## src/rtl/vchess_pkg.sv

```systemverilog
// Shared chess definitions: board geometry, piece codes and the loader FSM state type.
package vchess_pkg;

  localparam int SQUARES = 64;
  localparam int RANKS   = 8;
  localparam int FILES   = 8;
  localparam int SQ_IDX_W = 6;

  // Bit 3 of a piece code selects black; codes 7, 8 and 15 are unused.
  localparam logic [3:0] PC_EMPTY    = 4'd0;
  localparam logic [3:0] PC_W_PAWN   = 4'd1;
  localparam logic [3:0] PC_W_KNIGHT = 4'd2;
  localparam logic [3:0] PC_W_BISHOP = 4'd3;
  localparam logic [3:0] PC_W_ROOK   = 4'd4;
  localparam logic [3:0] PC_W_QUEEN  = 4'd5;
  localparam logic [3:0] PC_W_KING   = 4'd6;
  localparam logic [3:0] PC_B_PAWN   = 4'd9;
  localparam logic [3:0] PC_B_KNIGHT = 4'd10;
  localparam logic [3:0] PC_B_BISHOP = 4'd11;
  localparam logic [3:0] PC_B_ROOK   = 4'd12;
  localparam logic [3:0] PC_B_QUEEN  = 4'd13;
  localparam logic [3:0] PC_B_KING   = 4'd14;

  typedef enum logic [1:0] {
    LD_IDLE    = 2'd0,
    LD_LOAD    = 2'd1,
    LD_SIDE    = 2'd2,
    LD_PRESENT = 2'd3
  } loader_state_t;

  function automatic logic pc_is_black(input logic [3:0] code);
    return code[3];
  endfunction

endpackage

```

## src/rtl/board_loader.sv

```systemverilog
// Assembles 64 square beats plus a side beat into a shadow board, publishing it one cycle after the side beat.
// Backpressure: in_ready drops only for the single publish cycle and while reset is low; a new sof restarts the frame.
module board_loader
  import vchess_pkg::*;
#(
  parameter int PIECE_WIDTH = 4,
  parameter int ROW_WIDTH   = 32,
  parameter int BOARD_WIDTH = 256
) (
  input  logic                   clk,
  input  logic                   reset,
  input  logic [PIECE_WIDTH-1:0] in_piece,
  input  logic                   in_sof,
  input  logic                   in_valid,
  output logic                   in_ready,
  output logic [BOARD_WIDTH-1:0] board,
  output logic                   board_valid,
  output logic                   white_to_move,
  output logic                   frame_error
);

  localparam logic [SQ_IDX_W-1:0] LAST_SQ = SQ_IDX_W'(SQUARES - 1);

  loader_state_t r_state;
  loader_state_t w_state_nxt;
  logic [SQ_IDX_W-1:0] r_count;
  logic [SQ_IDX_W-1:0] w_count_nxt;
  logic [SQ_IDX_W-1:0] w_sq_idx;
  logic w_sq_we;
  logic w_publish;
  logic w_abort;
  logic w_accept;

  logic [RANKS-1:0][FILES-1:0][PIECE_WIDTH-1:0] r_shadow;
  logic [BOARD_WIDTH-1:0] r_board;
  logic r_white_to_move;
  logic r_frame_error;

  assign in_ready      = reset && (r_state != LD_PRESENT);
  assign w_accept      = in_valid && in_ready;
  assign board         = r_board;
  assign board_valid   = (r_state == LD_PRESENT);
  assign white_to_move = r_white_to_move;
  assign frame_error   = r_frame_error;

  always_comb begin
    w_state_nxt = r_state;
    w_count_nxt = r_count;
    w_sq_we     = 1'b0;
    w_sq_idx    = r_count;
    w_publish   = 1'b0;
    w_abort     = 1'b0;
    case (r_state)
      LD_IDLE: begin
        if (w_accept && in_sof) begin
          w_sq_we     = 1'b1;
          w_sq_idx    = '0;
          w_count_nxt = SQ_IDX_W'(1);
          w_state_nxt = LD_LOAD;
        end
      end
      LD_LOAD, LD_SIDE: begin
        if (w_accept) begin
          if (in_sof) begin
            // Restart: the new beat becomes square 0 of a fresh frame.
            w_abort     = 1'b1;
            w_sq_we     = 1'b1;
            w_sq_idx    = '0;
            w_count_nxt = SQ_IDX_W'(1);
            w_state_nxt = LD_LOAD;
          end else if (r_state == LD_LOAD) begin
            w_sq_we = 1'b1;
            if (r_count == LAST_SQ) begin
              w_state_nxt = LD_SIDE;
            end else begin
              w_count_nxt = r_count + SQ_IDX_W'(1);
            end
          end else begin
            w_publish   = 1'b1;
            w_count_nxt = '0;
            w_state_nxt = LD_PRESENT;
          end
        end
      end
      LD_PRESENT: begin
        w_state_nxt = LD_IDLE;
      end
      default: begin
        w_state_nxt = LD_IDLE;
      end
    endcase
  end

  always_ff @(posedge clk) begin
    if (!reset) begin
      r_state         <= LD_IDLE;
      r_count         <= '0;
      r_board         <= '0;
      r_white_to_move <= 1'b0;
      r_frame_error   <= 1'b0;
    end else begin
      r_state       <= w_state_nxt;
      r_count       <= w_count_nxt;
      r_frame_error <= w_abort;
      // Board and side load together so both are valid during the board_valid cycle.
      if (w_publish) begin
        for (int r = 0; r < RANKS; r++) begin
          r_board[r*ROW_WIDTH +: ROW_WIDTH] <= r_shadow[r];
        end
        r_white_to_move <= in_piece[0];
      end
    end
  end

  always_ff @(posedge clk) begin
    if (w_sq_we) begin
      r_shadow[w_sq_idx[5:3]][w_sq_idx[2:0]] <= in_piece;
    end
  end

endmodule

```

## config.mk

```make
export PLATFORM = sky130hd
export DESIGN_NAME = board_loader
export DESIGN_NICKNAME = d
export VERILOG_FILES = /design/src/rtl/vchess_pkg.sv /design/src/rtl/board_loader.sv
export SDC_FILE = /design/constraint.sdc
export NUM_CORES = 1
export LEC_CHECK = 0
export ABC_AREA = 1
export CORE_ASPECT_RATIO = 0.6
export CORE_MARGIN = 2
export CORE_UTILIZATION = 33
export CTS_CLUSTER_DIAMETER = 120
export DETAILED_ROUTE_END_ITERATION = 8
export HOLD_SLACK_MARGIN = 0.03
export PLACE_DENSITY = 0.53
export SLEW_MARGIN = 20
export SYNTH_ARGS = -nofsm -noshare
export SYNTH_HDL_FRONTEND = slang
export SYNTH_SLANG_ARGS = --single-unit
```

## constraint.sdc

```tcl
create_clock -name clk -period 2.25 [get_ports clk]
set_clock_uncertainty 0.05 [all_clocks]
set_input_delay 0.675 -clock clk [delete_from_list [all_inputs] [get_ports clk]]
set_output_delay 0.675 -clock clk [all_outputs]
set_load 0.005 [all_outputs]
```

==> results of run 1 <==
## where the power goes
part | internal, uW | leakage (uW) | switching (uW) | total, uW
registers | 10700 | 0.00446 | 476 | 11100
logic | 1910 | 0.00380 | 2050 | 3960
clock network | 4570 | 0.000779 | 3540 | 8110
## synthesized netlist by cell type, types with 2 or more instances
cell type / count / area [sq um]
o21ai_0: 266 / 1330
edfxtp_1: 256 / 7690
dfxtp_1: 266 / 5330
nor2_1: 601 / 2260
o21ai_2: 2 / 17.5
inv_2: 2 / 7.51
buf_2: 53 / 265
clkbuf_1: 36 / 135
a21oi_1: 12 / 60.1
nand2_1: 29 / 109
nand4_1: 7 / 43.8
nand3_1: 11 / 55.1
inv_1: 17 / 63.8
nand2_2: 3 / 18.8
ha_1: 4 / 50.1
## cell families after synthesis
logic type / after synthesis
compound gates: 282
simple gates: 653
buf+inv: 108
flops: 522
fa+ha+maj: 4
## layer usage
layer | GRT usage (%) | up-vias | part of all wire, %
met2 | 25.7 | 275 | 45
li1 | - | 5973 | -
met1 | 24.1 | 5854 | 49
met3 | 3.50 | 54 | 4.6
met4 | 3.04 | 2 | 1.2
met5 | 1.06 | - | 0.18
## sequential cells by signal, summed over array words and instances, names as in the netlist
register,count
board,256
white_to_move,1
frame_error,1
r_count,6
r_state,2
r_shadow,256
## timing repair
item	4_1_cts	5_1_grt
setup endpoints to repair	82	286
buffers inserted	2	3
resized for setup	38	131
pin swaps	2	13
cloned	0	1
## placed cells by master, fill, tap and decap left out, types with 6 or more instances in the layout
master	count
nor2_1	523
o21ai_0	261
dfxtp_1	256
edfxtp_1	256
clkdlybuf4s50_1	252
buf_4	88
nor2_2	63
clkbuf_16	52
nand2_1	21
buf_6	19
nor2_4	15
buf_12	15
inv_1	14
clkbuf_1	13
a21oi_1	10
dfxtp_2	10
clkinv_2	9
nand4_1	7
nand2_2	7
nand3_1	7
clkbuf_8	6
dlygate4sd2_1	6
## per-stage QoR
step / TNS, ps / cell area, sq um / total power, uW / setup WS (ps)
after global placement: -171880 / 21700 / 14900 / -613
after floorplan: 0 / 17500 / 12700 / 70.2
after global routing: -1720 / 23800 / 24400 / -55.3
after CTS: 0 / 23400 / 23200 / 1.41
final: 0 / 23800 / 23200 / 38.1
after detailed placement: -174170 / 21700 / 15000 / -626
## cell type report
cell class	instances	share of cell area (%)
sequential	522	54.7
multi-input combinational	940	18.4
timing repair buffer	390	16.3
clock buffer	71	6.01
tap	703	3.69
clock inverter	22	0.641
inverter	19	0.331
## path summary, 6_finish.rpt
| path | slack (ps) | cells past startpoint | start | to |
|---|---|---|---|---|
| setup reg to reg | 80 | 11 | r_state[1]$_SDFFE_PN0P_ | r_shadow[173]$_DFFE_PP_ |
| hold reg to reg | 410 | 2 | r_shadow[78]$_DFFE_PP_ | board[78]$_SDFFE_PN0P_ |
| hold / removal | 410 | 2 | r_shadow[78]$_DFFE_PP_ | board[78]$_SDFFE_PN0P_ |
| setup / recovery | 40 | 1 | board[157]$_SDFFE_PN0P_ | board[157] |
==> impl_results.md, run 1 <==
* Initial antenna violation count at 0
* Global-route wire length before repair at 71200 um
* Minimum clock period at 2210 ps
* Core Util, Final at 45.4%
* Root buffer cell: clkbuf_16
* Period utilization at 98.3%
* Die width at 301 um
* Least-Margin Pin Slew at 1060 ps
* Area of the mapped netlist at 17500 sq um
* Number of global-route vias before repair at 12283
* Layout Cells excl Fill at 2667
* Yosys reg bits at 522
* DRT iter0 DRCs at 943
* Synth Area per Inst at 11.1 sq um
* Synth Area in XOR/XNOR at 0%
* GR Overflow Total at 0
* Antenna cells at 0
* Post-DP HPWL at 29000 um
* Post-synthesis mux area share at 0%
* Synth Area in Adders at 0.287%
* Multi-input logic area at 4380 sq um
* Hold buffers post-CTS at 0
* Worst-path clk slew at 60 ps
* Main combinational cell family by area after synthesis: simple AND/OR/NAND/NOR gates
* Cell row count at 65
* Routed WL at 46300 um
* Hold WS at 407 ps
* Clock sinks at 522
* Total GRT Usage at 16.6%
* I/O pin count at 268
* Critical path cell sequence: clkdlybuf4s50_1
* Layout cells sized above 1 at 16.4%
* Fillers at 4912
* Number of max-cap violations at 0
* Ys async rst share at 0%
* Area Growth Syn to Fin at 36.4%
* Port Buf Inserts at 267
* Highest clock rate at 452 MHz
* Nets@finish at 1935
* Hold WC Path Type: reg -> reg
* H-Tree Depth at 2
* Number of flops mapped to enable cells by yosys at 256
* Power Density at 974 nW/um^2
* Clock Latency Late Sink at 550 ps
* CP Launch Type: register
* Unrepaired setup endpoints after global routing: yes
* CTS max path bufs at 3
* GP Congestion at 0.798
* Count of cell types in the netlist at 19
* Drt pass-1 iters at 5
* DR vias/cell at 4.56
* CTS Buf Count at 50
* Largest stage delay, worst path at 610 ps
* Drt wl/cell at 17.4 um
* Post-Syn Nets at 1581
* Die height at 182 um
* Routed Antenna Nets at 0
* Status: completed
* Yosys warns at 0
* DIE AREA at 54800 sq um
* CP endpoint kind: output pin
* Starting Density at 33.3%
* Crit path DAT at 1490 ps
* FF+latch area at 13000 sq um
* Crit-path max FO at 2
* Largest delay share family, worst path: buffers and inverters
* Slowest CP cell: clkdlybuf4s50_1
* VDD IR max at 0.000516 V
* Slew Limit Fails at 0
* DRC Markers at 0
* Simple-Gate Fraction of Synth Area at 14.4%
* Final setup vio count at 0
* Core area at 52500 sq um
* Largest net degree at the start of global routing at 144
* Post-synth top flop: dfxtp_1
* Cell total after placement at 2570
* Worst path bufs/invs at 1
* Worst Path Required at 1520 ps
* CTS tree: done
* Mapped Cells at 1569
* Lkg Pwr at 0.00904 uW
* Critical path class: reg -> out
* Endpoints failing hold at 0
* Slew margin rel. at 29.4%
* Vias at 12158
* Post-synthesis compound-gate area fraction at 8.15%
* Post-synthesis sequential area ratio at 74.5%
No activity file was read; power rests on OpenSTA's default activity.
==> run 2: changes to the inputs <==
--- a/config.mk
+++ b/config.mk
@@ -8,11 +8,11 @@
 export ABC_AREA = 1
 export CORE_ASPECT_RATIO = 0.6
 export CORE_MARGIN = 2
-export CORE_UTILIZATION = 33
+export CORE_UTILIZATION = 48
 export CTS_CLUSTER_DIAMETER = 120
 export DETAILED_ROUTE_END_ITERATION = 8
 export HOLD_SLACK_MARGIN = 0.03
-export PLACE_DENSITY = 0.53
+export PLACE_DENSITY = 0.73
 export SLEW_MARGIN = 20
 export SYNTH_ARGS = -nofsm -noshare
 export SYNTH_HDL_FRONTEND = slang
==> run 2 against run 1 <==
Core utilization is 18 points higher. Clock power is 7.0% lower. Critical path depth stayed put. Critical endpoint is now board[249]. Highest routed layer is now met4.
==> impl_results.md, run 2 (synthesized netlist as in run 1, its figures left out) <==
* Status: completed
* DR vias/cell at 5.15 (+13%)
* R2R Path End: r_shadow[209]$_DFFE_PP_
* Most common cell after layout, fill and taps aside: nor2_1
* Crit-path max FO at 2 (unchanged)
* Dpl cell area at 21400 sq um (-1.5%)
* Vias at 12453 (+2.4%)
* Hold WC Path Type: reg -> reg
* Reg2reg start: r_state[0]$_SDFFE_PN0P_
* Crit path DAT at 1500 ps (about the same)
* CTS max path bufs at 3 (unchanged)
* CTS Buf Count at 45 (-10%)
* Largest net degree at the start of global routing at 203 (+41%)
* Drt wl/cell at 17.9 um (+2.8%)
* Hold path start: r_shadow[197]$_DFFE_PP_
* Core area at 36100 sq um (-31%)
* Nets@finish at 1922 (-0.67%)
* Slew Limit Fails at 0 (unchanged)
* Least-Margin Pin Slew at 754 ps (-306 ps)
* Critical path cell sequence: clkdlybuf4s50_1
* Lkg Pwr at 0.00884 uW (-2.1%)
* Critical path class: reg -> out
* Die width at 250 um (-17%)
* Period utilization at 98.9% (+0.64 points)
* Reg2reg setup slack at 80 ps (about the same)
* Number of max-cap violations at 0 (unchanged)
* Slew margin rel. at 49.8% (+20 points)
* Largest stage delay, worst path at 550 ps (-60 ps)
* Routed WL at 43200 um (-6.7%)
* Worst path bufs/invs at 1 (unchanged)
* Unrepaired setup endpoints after global routing: yes
* Port Buf Inserts at 267 (unchanged)
* Layout cells sized above 1 at 12.0% (-4.4 points)
* GR Overflow Total at 0 (unchanged)
* Cell row count at 54 (-17%)
* Drt pass-1 iters at 7 (+2)
* R2R depth at 12 (+1)
* Worst Path Required at 1520 ps (about the same)
* Final Cell Area at 23000 sq um (-3.5%)
* GP Congestion at 0.800 (+0.29%)
* I/O pin count at 268 (unchanged)
* Antenna cells at 0 (unchanged)
* CTS tree: done
* Die height at 152 um (-17%)
* Post-DP HPWL at 26900 um (-7.5%)
* Root buffer cell: clkbuf_16
* DIE AREA at 38000 sq um (-31%)
* Routed Antenna Nets at 0 (unchanged)
* CP Launch Type: register
* Area Growth Syn to Fin at 31.7%
* Fin Setup TNS at 0 ps (unchanged)
* Clock sinks at 522 (unchanged)
* Minimum clock period at 2230 ps (+14.3 ps)
* H-Tree Depth at 2 (unchanged)
* Power Density at 976 nW/um^2 (+0.17%)
* Global-route wire length before repair at 65400 um (-8.2%)
* Largest delay share family, worst path: buffers and inverters
* DRC Markers at 0 (unchanged)
* Endpoints failing hold at 0 (unchanged)
* Total GRT Usage at 22.2% (+5.6 points)
* Hold buffers post-CTS at 0 (unchanged)
* CP endpoint kind: output pin
* Final setup vio count at 0 (unchanged)
* Clock Latency Late Sink at 550 ps (about the same)
* Highest clock rate at 449 MHz (-0.64%)
* Number of global-route vias before repair at 11769 (-4.2%)
* Most frequent cells in the layout: 579 x nor2_1, 265 x o21ai_0, 261 x dfxtp_1
* Hold path depth at 2 (unchanged)
* Initial antenna violation count at 0 (unchanged)
* Fillers at 2761 (-44%)
* VDD IR max at 0.000501 V (-2.8%)
* Slowest CP cell: clkdlybuf4s50_1
* Starting Density at 48.4% (+15 points)
* Worst-path clk slew at 70 ps (about the same)
* Hold EP: board[197]$_SDFFE_PN0P_
* DRT iter0 DRCs at 1180 (+25%)
-- run 2: cell count changes in the layout (fill, tap and decap cells not counted), moves of 5 or more --
cell / delta
buf_4: +6
buf_6: -13
clkbuf_16: -5
clkdlybuf4s50_1: +7
dfxtp_1: +5
dfxtp_2: -6
dlygate4sd2_1: -5
inv_6: -5
nor2_1: +56
nor2_2: -45
nor2_4: -11
-- run 2: layout make-up --
cell class | count | area [sq um] | area share [%]
tap | 476 | 596 | 2.59
clock inverter | 17 | 134 | 0.582
sequential | 522 | 13000 | 56.6
inverter | 19 | 78.8 | 0.343
multi-input combinational | 940 | 4130 | 18.0
clock buffer | 64 | 1290 | 5.61
timing repair buffer | 382 | 3750 | 16.3
-- run 2: routing by layer --
layer / vias up / global-route usage, % / wire length (um)
met5: - / 0 / 0
met3: 51 / 4.60 / 3200
met1: 6010 / 32.4 / 19900
met2: 448 / 34.2 / 19400
li1: 5944 / - / -
met4: 0 / 5.27 / 742
-- run 2: power breakdown --
| group | total [uW] | leakage (uW) | internal, uW | switching (uW) |
|---|---|---|---|---|
| sequential | 11100 | 0.00445 | 10700 | 480 |
| clock | 7540 | 0.000707 | 4230 | 3310 |
| combinational | 3760 | 0.00368 | 1830 | 1930 |
-- run 2: through the flow --
| step | hold slack (ps) | std cells | util [%] | setup slack (ps) | total power [uW] |
|---|---|---|---|---|---|
| final | 418 | 2420 | 63.7 | 23.8 | 22400 |
| after global routing | 445 | 2420 | 63.7 | -27.2 | 23300 |
| after CTS | 423 | 2419 | 63.4 | 5.52 | 22400 |
| after detailed placement | 405 | 2337 | 59.3 | -501 | 14900 |
| after global placement | 406 | 2337 | 59.3 | -423 | 14800 |
| after floorplan | 397 | 1569 | - | 70.2 | 12700 |
-- run 2: timing repair --
| action | 4_1_cts | 5_1_grt |
|---|---|---|
| hold endpoints to repair | 0 | 0 |
| gates cloned | 0 | 1 |
| endpoints found under the setup margin | 184 | 260 |
| buffers inserted | 1 | 0 |
| gates resized for setup | 26 | 31 |
| pin swaps | 1 | 4 |
-- run 2: how the worst max path moves through the flow --
stage | start | end | slack, ps | cells past startpoint
6_report | board[249]$_SDFFE_PN0P_ | board[249] | 20 | 1
2_1_floorplan | reset | r_shadow[32]$_DFFE_PP_ | 70 | 7
5_1_grt | r_state[0]$_SDFFE_PN0P_ | r_shadow[142]$_DFFE_PP_ | -30 | 12
4_1_cts | r_state[1]$_SDFFE_PN0P_ | r_shadow[6]$_DFFE_PP_ | 6 | 10
3_5_place_dp | in_valid | r_shadow[81]$_DFFE_PP_ | -500 | 9
3_3_place_gp | in_valid | r_shadow[81]$_DFFE_PP_ | -420 | 9
==> run 3: changes to the inputs <==
--- a/config.mk
+++ b/config.mk
@@ -13,6 +13,7 @@
 export DETAILED_ROUTE_END_ITERATION = 8
 export HOLD_SLACK_MARGIN = 0.03
 export PLACE_DENSITY = 0.73
+export SETUP_SLACK_MARGIN = 0.05
 export SLEW_MARGIN = 20
 export SYNTH_ARGS = -nofsm -noshare
 export SYNTH_HDL_FRONTEND = slang
==> run 3 against run 2 <==
Non-clock buffer count up 2. First-iteration DRC count is 0.59% higher. Sequential share of layout area is 0.56 points lower. Global-route usage about the same. Highest routed layer unchanged.
==> impl_results.md, run 3 (synthesized netlist as in run 1, its figures left out) <==
* Status: completed
* Largest net degree at the start of global routing at 203 (unchanged)
* Internal power at 16800 uW (+0.53%)
* DIE AREA at 38000 sq um (unchanged)
* Die width at 250 um (unchanged)
* Final setup vio count at 0 (unchanged)
* Core area at 36100 sq um (unchanged)
* Worst-path clk slew at 70 ps (about the same)
* Fillers at 2731 (-1.1%)
* Crit path depth at 1 (unchanged)
* Crit path DAT at 1470 ps (-30 ps)
* R2R depth at 12 (unchanged)
* DRT iter0 DRCs at 1187 (+0.59%)
* Global-route wire length before repair at 65400 um (about the same)
* Crit-path max FO at 2 (unchanged)
* Net Sw Frac at 25.8% (+0.31 points)
* Slowest CP cell: clkdlybuf4s50_1
* Routed Antenna Nets at 0 (unchanged)
* Worst path bufs/invs at 1 (unchanged)
* Area Growth Syn to Fin at 33.2%
* Power Density at 974 nW/um^2 (-0.21%)
* GP Congestion at 0.800 (unchanged)
* Nets@finish at 1924 (+0.10%)
* Worst Setup Slack, final at 52.8 ps (+29.0 ps)
* R2R Path End: r_shadow[130]$_DFFE_PP_
* Dpl ws at -501 ps (unchanged)
* Hold path depth at 2 (unchanged)
* Highest clock rate at 455 MHz (+1.3%)
* Worst Path Required at 1520 ps (about the same)
* Hold WC Path Type: reg -> reg
* Slew margin rel. at 48.6% (-1.2 points)
* Minimum clock period at 2200 ps (-29.0 ps)
* CP endpoint kind: output pin
* Vias at 12417 (-0.29%)
* Initial antenna violation count at 0 (unchanged)
* I/O pin count at 268 (unchanged)
* Clock network fraction of design power at 33.2% (-0.4 points)
* Most common cell after layout, fill and taps aside: nor2_1
* Flop pwr share at 49.3% (-0.3 points)
* Power share of the combinational group at 17.5% (+0.7 points)
* Total GRT Usage at 22.2% (about the same)
* Endpoints failing hold at 0 (unchanged)
* Post-DP HPWL at 26900 um (unchanged)
* VDD IR max at 0.000499 V (-0.41%)
* Reg2reg setup slack at 90 ps (about the same)
* CTS tree: done
* Port Buf Inserts at 267 (unchanged)
* Least-Margin Pin Slew at 771 ps (+17.3 ps)
* Clock sinks at 522 (unchanged)
* Drt wl/cell at 17.9 um (+0.42%)
* DRC Markers at 0 (unchanged)
* Unrepaired setup endpoints after global routing: yes
* Layout cells sized above 1 at 14.1% (+2.1 points)
* Number of global-route vias before repair at 11757 (-0.10%)
* Clock Latency Late Sink at 550 ps (about the same)
* Critical path class: reg -> out
* Most frequent cells in the layout: 564 x nor2_1, 265 x o21ai_0, 256 x edfxtp_1
* Starting Density at 48.4% (unchanged)
* Period utilization at 97.7% (-1.3 points)
* GR Overflow Total at 0 (unchanged)
* Reg2reg start: r_state[1]$_SDFFE_PN0P_
* Core Util, Final at 64.5% (+0.74 points)
* Antenna cells at 0 (unchanged)
* Root buffer cell: clkbuf_16
* Largest stage delay, worst path at 540 ps (about the same)
* H-Tree Depth at 2 (unchanged)
* Layout Cells excl Fill at 2422 (+0.083%)
* Largest delay share family, worst path: buffers and inverters
* CTS Buf Count at 45 (unchanged)
* Die height at 152 um (unchanged)
* Cell total after placement at 2337 (unchanged)
* CTS max path bufs at 3 (unchanged)
* Lkg Pwr at 0.00905 uW (+2.3%)
* Number of max-cap violations at 0 (unchanged)
* Sw Pwr at 5850 uW (+2.2%)
* Drt pass-1 iters at 6 (-1)
* Hold path start: r_shadow[197]$_DFFE_PP_
* Critical path cell sequence: clkdlybuf4s50_1
* Routed WL at 43500 um (+0.50%)
* DR vias/cell at 5.13 (-0.37%)
* Cell row count at 54 (unchanged)
* Slew Limit Fails at 0 (unchanged)
* Hold EP: board[197]$_SDFFE_PN0P_
* CP Launch Type: register
-- run 3: cell count changes in the layout (fill, tap and decap cells not counted), sizes merged --
cell,change
dlygate4sd2,+7
clkdlybuf4s50,-13
dlymetal6s2s,+6
buf,+2
-- run 3: how the worst max path moves through the flow --
stage	slack, ps	start	endpoint
2_1_floorplan	70	reset	r_shadow[32]$_DFFE_PP_
5_1_grt	0.3	r_state[0]$_SDFFE_PN0P_	r_shadow[99]$_DFFE_PP_
6_report	50	board[250]$_SDFFE_PN0P_	board[250]
4_1_cts	50	board[250]$_SDFFE_PN0P_	board[250]
3_3_place_gp	-420	in_valid	r_shadow[81]$_DFFE_PP_
3_5_place_dp	-500	in_valid	r_shadow[81]$_DFFE_PP_
-- run 3: power by group through the flow --
stage               clock network [uW]  logic (uW)  registers (uW)
finish                            7530        3970           11200
global route                      8010        4330           11200
CTS                               7660        3680           11100
detailed placement                   0        3570           11300
global placement                     0        3510           11300
floorplan                            0        1440           11200
-- run 3: stage by stage --
step | TNS, ps | area [sq um] | power [uW] | hold slack, ps
finish | 0 | 23300 | 22700 | 418
global route | 0 | 23300 | 23600 | 446
CTS | 0 | 22900 | 22500 | 423
detailed placement | -153920 | 21400 | 14900 | 405
global placement | -141790 | 21400 | 14800 | 406
floorplan | 0 | 17500 | 12700 | 397
-- run 3: timing repair --
item,in CTS,in global routing
pin swaps,4,11
buffers inserted,1,2
gates cloned,1,0
endpoints found under the setup margin,261,275
endpoints found under the hold margin,0,0
gates resized for setup,46,97
hold buffers,0,0
-- run 3: per-layer routing --
| metal | up-vias | wire (um) | GRT usage [%] |
|---|---|---|---|
| met4 | 0 | 603 | 4.82 |
| met5 | - | 0 | 0 |
| li1 | 5944 | - | - |
| met3 | 44 | 2850 | 4.60 |
| met1 | 6012 | 20300 | 32.5 |
| met2 | 417 | 19700 | 34.5 |
-- run 3: area by class of cell --
cell class	instances	area, sq um	share of cell area [%]
inverters	19	78.8	0.339
well taps	476	596	2.56
clock inverters	17	134	0.575
multi-input cells	940	4310	18.5
clock buffers	64	1290	5.54
flip-flops and latches	522	13000	56.1
repair buffers	384	3820	16.4
-- run 3: worst min-delay path, cell delays in order, from the launching register on --
cell      delay, ps
edfxtp_1        320
nor2_1           40
nor2_1           80
